===== config.mk =====
export PLATFORM = sky130hd
export DESIGN_NAME = config_multiplier_serial
export DESIGN_NICKNAME = d
export VERILOG_FILES = /design/src/rtl/config_multiplier_serial.sv
export SDC_FILE = /design/constraint.sdc
export NUM_CORES = 1
export LEC_CHECK = 0
export CORE_ASPECT_RATIO = 0.5
export CORE_MARGIN = 2
export CORE_UTILIZATION = 50
export CTS_CLUSTER_DIAMETER = 150
export CTS_CLUSTER_SIZE = 28
export DETAILED_ROUTE_END_ITERATION = 10
export GPL_ROUTABILITY_DRIVEN = 0
export PLACE_DENSITY = 0.82
export SLEW_MARGIN = 15
export SYNTH_ARGS = -nofsm -noshare
export SYNTH_HDL_FRONTEND = slang
export SYNTH_SLANG_ARGS = --single-unit

===== constraint.sdc =====
create_clock -name clk -period 4.6 [get_ports clk]
set_input_delay 0.92 -clock clk [delete_from_list [all_inputs] [get_ports clk]]
set_output_delay 0.92 -clock clk [all_outputs]
set_load 0.1 [all_outputs]

===== src/rtl/config_multiplier_serial.sv =====
// rtl/config_multiplier_serial.sv - serial radix-4 multiplier, full width or two independent half-width lanes
module config_multiplier_serial #(
    parameter int WIDTH = 8
) (
    input  logic                 clk,
    input  logic                 rst_n,
    input  logic                 in_valid,
    output logic                 in_ready,
    input  logic [WIDTH-1:0]     multiplier,
    input  logic [WIDTH-1:0]     multiplicand,
    input  logic                 halvedPrecision,
    output logic                 out_valid,
    input  logic                 out_ready,
    output logic [2*WIDTH-1:0]   product,
    output logic                 busy
);

    localparam int NUM_DIGITS = WIDTH / 2;
    localparam int CW         = (NUM_DIGITS > 1) ? $clog2(NUM_DIGITS) : 1;
    localparam int SW         = $clog2(2 * WIDTH);
    localparam logic [CW-1:0] LAST_DIGIT = CW'(NUM_DIGITS - 1);
    localparam logic [CW-1:0] LANE_SPLIT = CW'(NUM_DIGITS / 2);

    generate
        if (WIDTH < 4 || (WIDTH % 4) != 0) begin : g_bad_width
            $error("config_multiplier_serial: WIDTH must be a multiple of 4 and at least 4");
        end
    endgenerate

    typedef enum logic [1:0] {
        IDLE = 2'd0,
        BUSY = 2'd1,
        DONE = 2'd2
    } state_t;

    state_t               state;
    logic [CW-1:0]        cnt;
    logic [2*WIDTH-1:0]   acc;
    logic [WIDTH-1:0]     mul_q;
    logic [WIDTH-1:0]     mcd_q;
    logic                 half_q;

    logic [1:0]           digit;
    logic [SW-1:0]        shamt;
    logic [2*WIDTH-1:0]   base;
    logic [2*WIDTH-1:0]   term;

    // Upper-lane digits sit WIDTH/2 bits higher in the accumulator so each
    // lane product lands in its own WIDTH-bit half with no cross-lane terms.
    always_comb begin
        digit = mul_q[{cnt, 1'b0} +: 2];
        shamt = SW'({cnt, 1'b0});
        base  = {{WIDTH{1'b0}}, mcd_q};
        if (half_q) begin
            if (cnt < LANE_SPLIT) begin
                base = {{(WIDTH + WIDTH/2){1'b0}}, mcd_q[WIDTH/2-1:0]};
            end else begin
                base  = {{(WIDTH + WIDTH/2){1'b0}}, mcd_q[WIDTH-1:WIDTH/2]};
                shamt = shamt + SW'(WIDTH / 2);
            end
        end
        term = (base * {{(2*WIDTH-2){1'b0}}, digit}) << shamt;
    end

    always_ff @(posedge clk) begin
        if (!rst_n) begin
            state  <= IDLE;
            cnt    <= '0;
            acc    <= '0;
            mul_q  <= '0;
            mcd_q  <= '0;
            half_q <= 1'b0;
        end else begin
            case (state)
                IDLE: begin
                    if (in_valid) begin
                        mul_q  <= multiplier;
                        mcd_q  <= multiplicand;
                        half_q <= halvedPrecision;
                        acc    <= '0;
                        cnt    <= '0;
                        state  <= BUSY;
                    end
                end
                BUSY: begin
                    acc <= acc + term;
                    if (cnt == LAST_DIGIT) begin
                        cnt   <= '0;
                        state <= DONE;
                    end else begin
                        cnt <= cnt + CW'(1);
                    end
                end
                DONE: begin
                    if (out_ready) begin
                        state <= IDLE;
                    end
                end
                default: state <= IDLE;
            endcase
        end
    end

    assign in_ready  = (state == IDLE);
    assign busy      = (state == BUSY);
    assign out_valid = (state == DONE);
    assign product   = out_valid ? acc : '0;

endmodule

Word-level counts from Yosys, hierarchy flattened --
Cells that the tools add are included.
Storage, ports and cells: register bits 37, latch bits 0, RAM bits 0, bits in read-only memories 0, bits of input ports 21, output and inout bits 19, word-level logic and storage cells 38, memories 0
Operators by class: add/sub/neg operators 3, $mul 1, div/mod/pow operators 0, $lt $le $gt $ge 1, eq/ne operators 6, shift-type cells 2, muxes and demuxes 14, bitwise gates (word level) 0, reduce and logical (&&, ||, !) cells 5
Operator list (count):
- $mux 16 | 2
- $pmux 16 s2 | 1
- $add 16x16->16 | 1
- $mul 16x2->16 | 1
- $shl 16x4->16 | 1
- $mux 4 | 3
- $mux 2 | 5
- $mux 8 | 1
- $shiftx 8x4->2 | 1
- $pmux 2 s3 | 1
- $add 3x3->4 const B | 1
- $eq 2x2->1 const B | 2
- $ne 2x1->1 const B | 2
- $pmux 2 s2 | 1
- $reduce_and 2->1 | 2
- $reduce_and 3->1 | 1
- $add 2x1->2 const B | 1
- $eq 2x1->1 const B | 1
- $logic_not 2->1 | 1
- $lt 2x2->1 const B | 1
- $ne 2x2->1 const B | 1
- $reduce_bool 2->1 | 1

Depth between registers and ports, before layout --
Gate-level depths: netlist (run 1).
depth in word-level cells 7, gate-level depth with buffers 23, depth with buffers taken out 22

Worst setup path after synthesis (run 1) --
No wires, ideal clock.
path kind reg2reg, start point register cnt[1], end point register acc[15], library setup time 0.122 ns, arrival 4.274 ns, data required time 4.478 ns, path slack 0.204 ns, stages on the path, launching flop included 20, buffers on the path 1, clock period less this slack 4.396 ns, cells stage by stage dfxtp_1 -> buf_2 -> mux2i_1 -> mux2_2 -> or2_2 -> fa_1 -> nand2b_1 -> a21oi_1 -> o21a_1 -> nor2_1 -> xnor2_1 -> a21o_1 -> mux2_2 -> ha_1 -> nand2_1 -> a2111oi_1 -> o32ai_1 -> a21o_1 -> a31oi_1 -> mux2i_1
Between the ends: cells in the longest elaborated chain, start to end 7, elaborated cells on any way between the ends 11, those cells by class 2 x add/sub; 1 x mul; 1 x order compare; 2 x shift; 5 x mux
Ends and longest elaborated chain:
- from (decl) | RTL line 37 | logic [CW-1:0] cnt;
- from (signal assigned) | RTL line 91 | cnt <= cnt + CW'(1);
- $lt 2x2->1 | RTL line 55 | if (cnt < LANE_SPLIT) begin
- $mux 4 | RTL line 55
- $mux 8 | RTL line 54 | if (half_q) begin
- $mul 16x2->16 | RTL line 62 | term = (base * {{(2*WIDTH-2){1'b0}}, digit}) << shamt;
- $shl 16x4->16 (*) | RTL line 62
- $add 16x16->16 (*) | RTL line 86 | acc <= acc + term;
- $pmux 16 s2 (*) | RTL line 74 | case (state)
- to (signal assigned) | RTL line 86
- to (decl) | RTL line 38 | logic [2*WIDTH-1:0] acc;
Every way passes the cells marked *; elsewhere a longest branch is shown, timed or not. A chain may end at the register's enable or synchronous reset.

Worst setup path after layout (run 1) --
start point register cnt[0], end point register acc[15]
Same word-level chain as after synthesis.

==> run summary, run 1 <==
status -> completed
Final ANT Viol Nets -> 0
Gates resized, CTS repair -> 0
Synth Instances -> 394
initial core utilization -> 53.3%
Syn Nets -> 440
CTS hold repair buffers -> 0
die width -> 114 µm
total power -> 814 µW
via count -> 2822
CP Launch Type -> register
slowest CP cell -> mux4_2
GRT Overall Usage -> 22.4%
Tmin final -> 4.36 ns
CTS Sinks -> 37
# Post-CTS Setup Buffers -> 0
Max Slew Vio Count -> 0
vias in the first global route -> 2605
CTS clk-pin slew, worst paths -> 0.06 ns
CTS H-Tree Depth -> 2
register area share after synthesis -> 24.6%
Max VDD drop -> 0.147 mV
I/O Buffers -> 39
first drt pass iteration count -> 6
Final Setup Violations -> 0
worst setup path class -> register to register
worst slew pin tran -> 1.04 ns
CTS Buf Count -> 5
peak per-stage delay on the critical path -> 0.56 ns
M1 GR Usage -> 31.6%
skew final -> 0.00560 ns
area delta synth->final -> 20.8%
Achievable Freq -> 0.229 GHz
Finished Cell Area -> 3640 µm²
Yosys top cell area share -> 24.6%
post-route DRC violation count -> 0
initial antenna violation count -> 0
Worst EP required -> 4.76 ns
crit-path max FO -> 5
dpl hpwl -> 5.31 mm
Avg Vias per Cell -> 5.58
GR peak layer -> met2
worst-path cell chain -> mux4_2 -> or2b_1 -> inv_1 -> ha_1 -> a21o_1 -> a21oi_2 -> o21bai_1 -> a21oi_1 -> xnor2_1 -> mux2_2 -> o21a_1 -> ha_1 -> buf_4 -> a21oi_1 -> o21ai_0 -> o32ai_1 -> nand3_1 -> a31oi_1 -> mux2i_1
clk root buf -> clkbuf_16
unrepaired setup endpoints after global routing -> yes
diodes inserted -> 0
post-route insts no fill -> 506
Async SR Flop Fraction -> 0%
core footprint -> 5660 µm²
Syn. warnings -> 0
WL per Instance -> 14.3 µm
Placed Cells -> 498
DP Area -> 3460 µm²
Die Y -> 58.9 µm
Final Hold Viols -> 0
largest net degree at the start of global routing -> 35
io pins -> 40
Primary FF master, synth -> dfxtp_1
met2 Track Usage GR -> 36.7%
Syn Area/Cell -> 7.66 µm²
CP Capture Type -> register
grt ovf -> 0
CTS tree -> built
Setup TNS -> 0 ns
post-route core utilization -> 64.4%
Leak -> 1.60 nW
final period utilization -> 94.8%
first-pass GRT wire length -> 12.0 mm
nets -> 478
Arr. time, crit path -> 4.53 ns
Die ar. -> 6710 µm²
FP Rows -> 19
max_slew headroom -> 30.7%
Netlist cell types -> 51
cell taking the most area after synthesis -> dfxtp_1
Yosys reg bits -> 37
CTS max path bufs -> 2
grt met3 use -> 4.12%
power per cell area -> 223 nW/µm²
EDFF count, synth -> 0
max capacitance violation total -> 0
Synth area leaders -> dfxtp_1 25%, ha_1 9.5%, nand2_1 8.0%
Post-Route WL -> 7.22 mm
clk_lat worst skew -> 0.28 ns
initial DRC count -> 156
synthesized area -> 3020 µm²
layout cells sized above 1 -> 12.2%
hold crit path type -> register to register
-- cells by family after synthesis --
kind of cell	Yosys count	synth area share (%)
AO/OA/AOI/OAI	112	24.9
XOR/XNOR	17	4.94
adder cells (fa/ha/maj)	25	10.9
flip-flops	37	24.6
buffers and inverters	29	3.94
AND/OR/NAND/NOR	157	24.6
multiplexers	17	6.22
-- layer usage --
layer | vias to the layer above | share of wire (%)
li1 | 1462 | -
met1 | 1293 | 51
met2 | 59 | 43
met3 | 8 | 5.1
met4 | 0 | 0.76
met5 | - | 0
-- layout make-up --
| type | instances | area (µm²) |
|---|---|---|
| clock buffer | 6 | 129 |
| clock inverter | 2 | 10.0 |
| fill | 495 | 2010 |
| inverter | 10 | 37.5 |
| multi-input combinational | 328 | 2200 |
| sequential | 37 | 743 |
| tap | 73 | 91.3 |
| timing repair buffer | 50 | 433 |
-- path summary, 6_finish.rpt --
| path | startpoint | end | slack [ns] | cells past startpoint |
|---|---|---|---|---|
| hold reg to reg | acc[15] | acc[15] | 0.45 | 1 |
| hold / removal | acc[15] | acc[15] | 0.45 | 1 |
| setup / recovery | cnt[0] | acc[15] | 0.24 | 19 |
| setup reg to reg | cnt[0] | acc[15] | 0.24 | 19 |
-- where the power goes --
part	internal, mW	total, mW	switching [mW]
registers	0.333	0.345	0.0114
clock network	0.199	0.325	0.127
logic	0.0587	0.144	0.0854
-- placed cells by master (no fill, tap or decap), types with 2 or more instances in the layout --
master and n:
o21a_1 8, fa_1 2, xor2_1 8, inv_1 9, and2_1 29, nor2_1 27, nand2_1 63, ha_1 22
o211ai_1 2, buf_4 27, or2_2 2, a21boi_0 21, dfxtp_2 2, dfxtp_1 35, o21ai_1 7, xnor2_1 9
clkdlybuf4s50_1 23, nor3_1 4, a211o_1 2, a211oi_1 2, nor2b_1 3, a21oi_2 3, and3_1 4, o21bai_1 3
nand2b_1 4, mux2_2 4, nand3_1 15, clkbuf_16 5, mux2i_1 12, a31oi_1 3, o21ai_0 17, a21oi_1 16
o22ai_1 5, clkinv_2 2, a21o_1 9, o211a_1 2
-- Yosys cell counts, types with 6 or more instances --
cell type,instances
a21boi_0,22
o22ai_1,6
xnor2_1,9
dfxtp_1,37
inv_1,9
xor2_1,8
ha_1,23
nand2_1,64
and2_1,29
o21a_1,8
a21o_1,9
mux2i_1,12
nor2_1,27
o21ai_0,19
clkbuf_1,12
nand3_1,15
a21oi_1,19
-- flip-flops by register name (all words and copies together) (netlist names) --
name	cells
half_q	1
cnt	2
acc	16
mcd_q	8
mul_q	8
state	2
-- per-stage QoR --
step / hold WS [ns] / worst slack [ns]
final: 0.455 / 0.237
after global routing: 0.483 / -0.0247
after CTS: 0.455 / 0.0252
after detailed placement: 0.447 / 0.0463
after global placement: 0.442 / 0.133
after floorplan: 0.431 / 0.204
-- critical path, delay by kind of cell, from the launching register on --
family | cells | cell delay (ns)
buffers and inverters | 2 | 0.20
XOR/XNOR | 1 | 0.12
adder cells (fa/ha/maj) | 2 | 0.59
AO/OA/AOI/OAI | 9 | 1.68
multiplexers | 3 | 0.94
AND/OR/NAND/NOR | 2 | 0.36
flip-flops | 1 | 0.37
(Power assumes the default switching activity.)
==> inputs of run 2 (changes only) <==
Settings changed: CORE_MARGIN 2 to 8.
==> run 2 against run 1 <==
  * Power up 15%
  * Highest routed layer unchanged
  * Clock power is 38% higher
  * Sequential share of layout area down 0.34 points
  * Critical path type unchanged
  * Critical path depth down 2
  * Sequential cell count stayed put
==> run summary, run 2 (same netlist as run 1, synthesis figures left out) <==
status -> completed
Die ar. -> 8930 µm² (+33%)
Final Setup Violations -> 0 (unchanged)
grt ovf -> 0 (unchanged)
diodes inserted -> 0 (unchanged)
post-route insts no fill -> 508 (+0.40%)
GRT Overall Usage -> 17.0% (-5.4 points)
CTS hold repair buffers -> 0 (unchanged)
CTS clk-pin slew, worst paths -> 0.06 ns (about the same)
area occupied by multi-input gates -> 2230 µm² (+1.4%)
nets -> 476 (-0.42%)
Post-Route WL -> 7.79 mm (+7.8%)
CTS max path bufs -> 2 (unchanged)
Final Hold Viols -> 0 (unchanged)
Avg Vias per Cell -> 5.72 (+2.6%)
flip-flop count of the largest register after layout -> 16 (unchanged)
dpl hpwl -> 5.49 mm (+3.4%)
hold crit path type -> register to register
Tmin final -> 4.45 ns (+0.0920 ns)
via count -> 2908 (+3.0%)
first drt pass iteration count -> 4 (-2)
hold slack -> 0.467 ns (+0.0119 ns)
Largest regs -> acc (16), mcd_q (8), mul_q (8)
CTS H-Tree Depth -> 2 (unchanged)
most common cell after layout, fill and taps aside -> nand2_1
# Post-CTS Setup Buffers -> 0 (unchanged)
initial antenna violation count -> 0 (unchanged)
Reg with most FFs -> acc
initial core utilization -> 50.7% (-2.7 points)
CTS tree -> built
io pins -> 40 (unchanged)
FP Rows -> 20 (+1)
power per cell area -> 252 nW/µm² (+13%)
final worst slack -> 0.145 ns (-0.0920 ns)
Seq. cell area -> 746 µm² (+0.34%)
Setup TNS -> 0 ns (unchanged)
crit-path max FO -> 5 (unchanged)
max capacitance violation total -> 0 (unchanged)
clk_lat worst skew -> 0.29 ns (about the same)
Layout fillers -> 509 (+2.8%)
area delta synth->final -> 23.3%
Gates resized, CTS repair -> 2 (+2)
Die Y -> 70.9 µm (+20%)
CTS Buf Count -> 5 (unchanged)
WL per Instance -> 15.3 µm (+7.4%)
Achievable Freq -> 0.224 GHz (-2.1%)
Max Slew Vio Count -> 0 (unchanged)
skew final -> 0.0111 ns (+0.00552 ns)
core footprint -> 5960 µm² (+5.3%)
worst setup path class -> register to register
Final ANT Viol Nets -> 0 (unchanged)
CP Launch Type -> register
I/O Buffers -> 39 (unchanged)
worst slew pin tran -> 1.02 ns (-0.0145 ns)
Arr. time, crit path -> 4.62 ns (+0.09 ns)
die width -> 126 µm (+11%)
Worst EP required -> 4.76 ns (about the same)
commonest cells after routing, fill and taps aside -> 63 x nand2_1, 35 x dfxtp_1, 29 x and2_1
clk root buf -> clkbuf_16
largest net degree at the start of global routing -> 35 (unchanged)
vias in the first global route -> 2740 (+5.2%)
post-route DRC violation count -> 0 (unchanged)
total power -> 938 µW (+15%)
Placed Cells -> 500 (+0.40%)
final period utilization -> 96.8% (+2.0 points)
first-pass GRT wire length -> 12.6 mm (+4.7%)
initial DRC count -> 225 (+44%)
CP Capture Type -> register
CTS Sinks -> 37 (unchanged)
max_slew headroom -> 31.7% (+0.97 points)
dpl ws -> -0.0340 ns (-0.0804 ns)
Leak -> 1.61 nW (+0.52%)
layout cells sized above 1 -> 13.2% (+0.98 points)
Max VDD drop -> 0.213 mV (+45%)
## run 2: changes by cell type in the layout (fill, tap and decap cells not counted), moves of 2 or more
| cell | previous run | this run |
|---|---|---|
| bufinv_16 | 0 | 2 |
| a21oi_2 | 3 | 5 |
| buf_4 | 27 | 25 |
| a21oi_1 | 16 | 14 |
## run 2: final cells by class
type | instances | area share, %
multi-input cells | 328 | 60.0
flip-flops and latches | 37 | 20.0
repair buffers | 48 | 11.2
clock buffers | 5 | 3.36
well taps | 77 | 2.59
clock inverters | 3 | 1.75
inverters | 10 | 1.01
## run 2: worst max-delay path: stages (launching register included)
cell and delay [ns]:
dfxtp_2 0.37, mux4_2 0.56, or2b_1 0.23, inv_1 0.06, ha_1 0.31, a21o_1 0.21, a21oi_2 0.19, xnor2_1 0.11
a21oi_1 0.27, o21ai_0 0.17, ha_1 0.41, o211ai_1 0.12, o21a_1 0.27, a2111oi_4 0.43, o32ai_2 0.15, a21o_1 0.18
a31oi_1 0.18, mux2i_1 0.11
## run 2: power by group
group / total (mW) / switching, mW / leakage [nW] / internal (mW)
clock network: 0.450 / 0.140 / 0.0938 / 0.310
registers: 0.343 / 0.0104 / 0.302 / 0.333
logic: 0.145 / 0.0864 / 1.22 / 0.0588
total: 0.938 / 0.237 / 1.61 / 0.701
## run 2: stage by stage
stage	utilization, %	cell area (µm²)
floorplan	-	3020
CTS	61.2	3640
detailed placement	57.9	3450
finish	62.5	3720
global placement	57.9	3450
global route	62.5	3720
## run 2: final timing paths
path,from,endpoint,slack [ns],cells past startpoint
worst max-delay path,cnt[0],acc[15],0.15,17
worst min-delay path,acc[13],acc[13],0.47,2
worst max register to register,cnt[0],acc[15],0.15,17
worst min register to register,acc[13],acc[13],0.47,2
## run 2: routing by layer
metal,global-route usage [%],share of wire (%)
met2,27.6,46
met3,3.82,5.0
met1,21.6,47
met4,6.61,1.5
met5,0,0
